## config.mk

```make
export PLATFORM = sky130hd
export DESIGN_NAME = serial_subtractor
export DESIGN_NICKNAME = d
export VERILOG_FILES = /design/src/rtl/serial_subtractor.sv
export SDC_FILE = /design/constraint.sdc
export NUM_CORES = 1
export LEC_CHECK = 0
export ABC_AREA = 1
export BUFFER_PORTS_ARGS = -buffer_cell sky130_fd_sc_hd__buf_4
export CORE_UTILIZATION = 58
export CTS_BUF_LIST = sky130_fd_sc_hd__clkbuf_8
export CTS_CLUSTER_DIAMETER = 120
export CTS_CLUSTER_SIZE = 30
export DETAILED_ROUTE_END_ITERATION = 7
export HOLD_SLACK_MARGIN = 0.03
export PLACE_DENSITY = 0.89
export RECOVER_POWER = 50
export SETUP_SLACK_MARGIN = 0.2
export SYNTH_ARGS = -nofsm -noshare
export SYNTH_HDL_FRONTEND = slang
export SYNTH_SLANG_ARGS = --single-unit
```

## constraint.sdc

```tcl
create_clock -name clk -period 1.6 [get_ports clk]
set_input_delay 0.32 -clock clk [delete_from_list [all_inputs] [get_ports clk]]
set_output_delay 0.32 -clock clk [all_outputs]
set_load 0.1 [all_outputs]
```

## src/rtl/serial_subtractor.sv

```systemverilog
// Bit-serial subtractor: D = A - B - Bin, one bit per clock, LSB first.
// Operands captured on start; result, borrow-out and overflow registered with a done pulse.
module serial_subtractor #(
    parameter int unsigned WIDTH = 8
) (
    input  logic             clk,
    input  logic             rst_n,
    input  logic             start,
    input  logic [WIDTH-1:0] A,
    input  logic [WIDTH-1:0] B,
    input  logic             Bin,
    output logic             busy,
    output logic             done,
    output logic [WIDTH-1:0] D,
    output logic             Bo,
    output logic             V
);

    localparam int unsigned CW = (WIDTH > 1) ? $clog2(WIDTH) : 1;

    typedef enum logic [1:0] {
        IDLE  = 2'd0,
        SHIFT = 2'd1,
        DONE  = 2'd2
    } state_t;

    state_t           r_state;
    logic [CW-1:0]    r_cnt;
    logic [WIDTH-1:0] r_a_sh;
    logic [WIDTH-1:0] r_b_sh;
    logic [WIDTH-1:0] r_res;
    logic             r_br;
    logic             r_a_msb;
    logic             r_b_msb;
    logic             r_busy;
    logic             r_done;
    logic [WIDTH-1:0] r_d;
    logic             r_bo;
    logic             r_v;

    logic             w_a;
    logic             w_b;
    logic             w_d;
    logic             w_br_next;
    logic             w_last;
    logic [WIDTH-1:0] w_res_next;

    // One-bit full-subtractor cell on the current LSBs
    assign w_a        = r_a_sh[0];
    assign w_b        = r_b_sh[0];
    assign w_d        = w_a ^ w_b ^ r_br;
    assign w_br_next  = (~w_a & w_b) | (~w_a & r_br) | (w_b & r_br);
    assign w_last     = (r_cnt == CW'(WIDTH - 1));
    assign w_res_next = {w_d, r_res[WIDTH-1:1]};

    // Control FSM, datapath shift registers and result registers
    always_ff @(posedge clk or negedge rst_n) begin
        if (!rst_n) begin
            r_state <= IDLE;
            r_cnt   <= '0;
            r_a_sh  <= '0;
            r_b_sh  <= '0;
            r_res   <= '0;
            r_br    <= 1'b0;
            r_a_msb <= 1'b0;
            r_b_msb <= 1'b0;
            r_busy  <= 1'b0;
            r_done  <= 1'b0;
            r_d     <= '0;
            r_bo    <= 1'b0;
            r_v     <= 1'b0;
        end else begin
            case (r_state)
                IDLE, DONE: begin
                    r_done <= 1'b0;
                    if (start) begin
                        r_state <= SHIFT;
                        r_busy  <= 1'b1;
                        r_a_sh  <= A;
                        r_b_sh  <= B;
                        r_br    <= Bin;
                        r_a_msb <= A[WIDTH-1];
                        r_b_msb <= B[WIDTH-1];
                        r_cnt   <= '0;
                    end else begin
                        r_state <= IDLE;
                        r_busy  <= 1'b0;
                    end
                end
                SHIFT: begin
                    r_a_sh <= r_a_sh >> 1;
                    r_b_sh <= r_b_sh >> 1;
                    r_res  <= w_res_next;
                    r_br   <= w_br_next;
                    r_cnt  <= r_cnt + CW'(1);
                    if (w_last) begin
                        r_state <= DONE;
                        r_busy  <= 1'b0;
                        r_done  <= 1'b1;
                        r_d     <= w_res_next;
                        r_bo    <= w_br_next;
                        r_v     <= (r_a_msb ^ r_b_msb) & (w_d ^ r_a_msb);
                    end
                end
                default: begin
                    r_state <= IDLE;
                    r_busy  <= 1'b0;
                    r_done  <= 1'b0;
                end
            endcase
        end
    end

    assign busy = r_busy;
    assign done = r_done;
    assign D    = r_d;
    assign Bo   = r_bo;
    assign V    = r_v;

endmodule

```

Word level (Yosys, flattened, before mapping)

Index checks and enable logic that the tools add are counted.

Input bits: 20
Flip-flop bits (word level): 44
Memory bits (read-only): 0
Memories: 0
RAM bits: 0
Latch bits: 0
Output and inout port bits: 12
Word-level logic and storage cells: 52

Reduce and logical (&&, ||, !) cells: 6
Equality and inequality tests: 5
Div/mod/pow operators: 0
$mul: 0
$add $sub $neg: 1
Shift operators: 0
Muxes and demuxes: 16
$lt $le $gt $ge: 0
Bitwise logic cells: 11

Operators by type and width:

| kind                                          | count |
|---|---|
| case mux 8 bit (2 select lines)               | 2 |
| 2-to-1 mux 8 bit                              | 2 |
| 2-to-1 mux 1 bit                              | 6 |
| case mux 3 bit (2 select lines)               | 1 |
| AND reduction 2 bit                           | 3 |
| AND 1 bit                                     | 4 |
| != test 2 bit, second input constant          | 2 |
| case mux 1 bit (2 select lines)               | 2 |
| case mux 2 bit (2 select lines)               | 1 |
| XOR 1 bit                                     | 4 |
| adder 3 x 1 -> 3 bit, second input constant   | 1 |
| == test 3 bit, second input constant          | 1 |
| 2-to-1 mux 3 bit                              | 1 |
| == test 2 x 1 -> 1 bit, second input constant | 1 |
| == test 2 bit, second input constant          | 1 |
| logical NOT 2 bit                             | 1 |
| 2-to-1 mux 2 bit                              | 1 |
| bitwise OR 1 bit                              | 2 |
| nonzero test 2 bit                            | 1 |
| OR reduction 2 bit                            | 1 |
| inverter 1 bit                                | 1 |

Logic depth before layout (Yosys ltp)

Depth after elaboration: 5
Mapped depth: 8
Mapped depth without buffers: 7

Worst setup path after synthesis

No wires, ideal clock.

Kind: reg-to-reg
Start point: register r_state[1]
End point: register r_a_sh[2]
Period minus slack after synthesis: 1,748 ps
Path buffers: 1
Library setup time: 117 ps
Cell stages (with the launch flop): 7
Data required time: 1,483 ps
Slack: -148 ps
Data arrival time: 1,631 ps
Cell sequence: dfrtp_1 inv_2 nand2_4 buf_2 nand2_1 nand3_1 nand2_1

Word-level cells in the longest chain between the ends: 4
Elaborated cells on any way between the ends: 8
Those cells by class: 3 x eq/ne; 1 x mux; 4 x reduce/logical

RTL lines:

| item                                                                        | line | text |
|---|---|---|
| from (decl)                                                                 | 27   | `state_t r_state;` |
| from (signal assigned)                                                      | 59   | `r_state <= IDLE;` |
| from (signal assigned)                                                      | 77   | `r_state <= SHIFT;` |
| from (signal assigned)                                                      | 86   | `r_state <= IDLE;` |
| == test 2 bit / logical NOT 2 bit (equally long branches)                   | 73   | `case (r_state)` |
| OR reduction 2 bit                                                          | 73   |  |
| != test 2 bit (no source line) / nonzero test 2 bit (equally long branches) | --   |  |
| AND reduction 2 bit (no source line)                                        | --   |  |
| to (signal assigned)                                                        | 91   | `r_a_sh <= r_a_sh >> 1;` |
| to (decl)                                                                   | 29   | `logic [WIDTH-1:0] r_a_sh;` |

Parallel ways exist; a longest one is shown, timed or not.
A chain may end at the register's enable or synchronous reset.

Worst setup path after layout

Start point: register r_state[0]
End point: register r_b_sh[0]

Word-level cells in the longest chain between the ends: 4
Elaborated cells on any way between the ends: 8
Those cells by class: 3 x eq/ne; 1 x mux; 4 x reduce/logical

RTL lines:

| item                                                                        | line | text |
|---|---|---|
| == test 2 bit / logical NOT 2 bit (equally long branches)                   | 73   |  |
| OR reduction 2 bit                                                          | 73   |  |
| != test 2 bit (no source line) / nonzero test 2 bit (equally long branches) | --   |  |
| AND reduction 2 bit (no source line)                                        | --   |  |
| to (signal assigned)                                                        | 92   | `r_b_sh <= r_b_sh >> 1;` |
| to (decl)                                                                   | 30   | `logic [WIDTH-1:0] r_b_sh;` |

Parallel ways exist; a longest one is shown, timed or not.

==> flow_summary_export.csv <==
group,metric,value,unit
status,status,"complete, no violations",
placement,portBuffers,31,
timing,rsz0062_at_grt,"yes",
global_route,grt_max_degree,43,
drt,post-route-drc-count,0,
global_route,antenna_found_initial,0,
clock_tree,clk_latency,0.30,ns
finish,drive_above_1_share,22.79,%
synth,syn-num-nets,259,
timing,fmax,720.4,MHz
timing,finalCritPeriodShare,86.76,%
finish,layout_common_cells,"nand2_1, dfrtp_1, inv_1, buf_4, nand3_1",
clock_tree,cts_made_buffers,5,
die,die_h,60.57,um
global_route,grt_pass1_wl,6348,um
finish,nNetsFinal,294,
setup_path,crit_path_max_fanout,19,
clock_tree,cts_tree,"yes",
synth,ys_seq_area_share,52.83,%
timing,hold_viol,0,
timing,period_minus_slack,1.388,ns
synth,synth_cell_type_count,16,
synth,yosysWarnings,0,
drt,wl_per_cell,12.31,um
drt,viasPerCell,4.984,
drt,drtPass1Iterations,4,
drt,postRouteAntennaNets,0,
timing,relSlewSlack,65.65,%
job,drv_cap,0,
synth,ys_seq_elements,42,
timing,setup_viol,0,
timing,setup_tns,0,ns
synth,synthCells,236,
synth,yosysTopAreaCell,"dfrtp_1",
clock_tree,cts_buffer_depth,2,
setup_path,crit_path_start_kind,"register",
worst_hold_path,min-delay-start,"B[7]",
drt,routed_wl,3889,um
global_route,overflow,0,
timing,worst_pin_slew,0.5153,ns
global_route,grt_pass1_vias,1398,
finish,n_antenna_cell,0,
worst_hold_path,hp-class,"input port to register",
synth,syn_avg_cell_area,8.430,um^2
placement,dp_hpwl,2453,um
clock_tree,clock-sinks,42,
setup_path,startpoint,"r_state[0]",
synth,synth_area_leaders,"dfrtp_1, nand2_1, nand3_1",
die,ios,32,
clock_tree,path_clk_slew,0.08,ns
die,core,0.003153,mm^2
finish,final_common_cell,"nand2_1",
timing,finClkSkew,0.008670,ns
synth,synth_top_area_share,52.83,%
global_route,grt_use_total,24.79,%
setup_path,worstPathArrival,1.63,ns
synth,syn_area,0.001989,mm^2
setup_path,crit_type,"register to register",
die,die_w,60.57,um
timing,slew_viol_final,0,
setup_path,cp.required,1.84,ns
die,rows,20,
die,initial_core_util,63.10,%
setup_path,regToRegStartpoint,"r_state[0]",
drt,num_vias,1575,
setup_path,endpoint_kind,"register",
drt,drt_iter0_markers,100,
die,die-area,0.003668,mm^2
finish,area_growth,21.01,%
clock_tree,root_buffer,"clkbuf_8",
placement,place_congestion,0.7839,
clock_tree,htreeDepth,2,
-- logic make-up after synthesis --
group / Yosys count / synth area share, %
compound gates: 21 / 6.792
buf+inv: 54 / 12.26
flops: 42 / 52.83
fa+ha+maj: 3 / 2.264
simple gates: 116 / 25.85
-- metal layers --
metal | wire length [um] | GRT usage [%] | up-vias | part of all wire, %
li1 | - | - | 789 | -
met1 | 1699 | 33.19 | 752 | 44
met2 | 1980 | 39.09 | 32 | 51
met3 | 197 | 8.955 | 2 | 5.1
met4 | 12 | 5.844 | 0 | 0.31
met5 | 0 | 0 | - | 0
-- critical path: stages (launching register included) --
cell     delay, ns
dfrtp_1       0.54
inv_4         0.06
nand2_1       0.22
nand2_8       0.16
inv_4         0.19
nand2_1       0.09
nand2_1       0.08
-- area by class of cell --
cell class / count / area, um^2
clock buffer: 6 / 82.58
tap: 44 / 55.05
multi-input combinational: 141 / 704.4
clock inverter: 2 / 60.06
inverter: 45 / 173.9
fill: 243 / 745.7
timing repair buffer: 36 / 276.5
sequential: 42 / 1055
-- worst paths after layout --
path,endpoint,slack [ns],cells past startpoint
worst max-delay path,r_b_sh[0],0.21,6
worst min-delay path,r_b_msb,0.27,3
worst max register to register,r_b_sh[0],0.21,6
worst min register to register,r_a_sh[3],0.48,2
max in group asynchronous,r_state[1],0.67,2
min in group asynchronous,D[6],0.53,2
-- repair_timing --
action	4_1_cts	5_1_grt
endpoints found under the setup margin	1	20
pin swaps	1	2
cloned	0	1
buffers inserted	0	1
hold buffers	1	0
gates resized for setup	0	5
hold endpoints to repair	42	0
-- metrics by stage --
| stage | setup slack (ns) | area (um^2) | utilization, % | hold WS [ns] | instances |
|---|---|---|---|---|---|
| 3_5_place_dp | 0.2080 | 2233 | 70.83 | 0.3293 | 305 |
| 2_1_floorplan | 0.2389 | 1993 | - | 0.02441 | 236 |
| 4_1_cts | 0.2045 | 2386 | 75.67 | 0.2668 | 314 |
| 6_report | 0.2119 | 2407 | 76.35 | 0.2654 | 316 |
| 3_3_place_gp | 0.2544 | 2233 | 70.83 | 0.3289 | 305 |
| 5_1_grt | 0.1093 | 2407 | 76.35 | 0.2684 | 316 |
-- sequential cells by signal, indices dropped and copies added (netlist names) --
| name | cells |
|---|---|
| r_b_msb | 1 |
| busy | 1 |
| r_a_msb | 1 |
| r_a_sh | 8 |
| Bo | 1 |
| r_cnt | 3 |
| V | 1 |
| r_res | 7 |
| r_br | 1 |
| r_state | 2 |
| r_b_sh | 8 |
| D | 8 |
-- cells in the mapped netlist --
cell and instances:
buf_6 4, a21oi_1 1, nand2_4 4, buf_2 5, nand2_1 76, fa_1 1, nor2_4 1, dfrtp_1 42
nand3_1 33, nor2_1 2, ha_1 2, o21ai_0 12, inv_2 1, o21ai_2 8, inv_4 2, inv_1 42
Power is not shown: default switching activity piles up to over one toggle a cycle in this logic, so the estimate is an artifact.
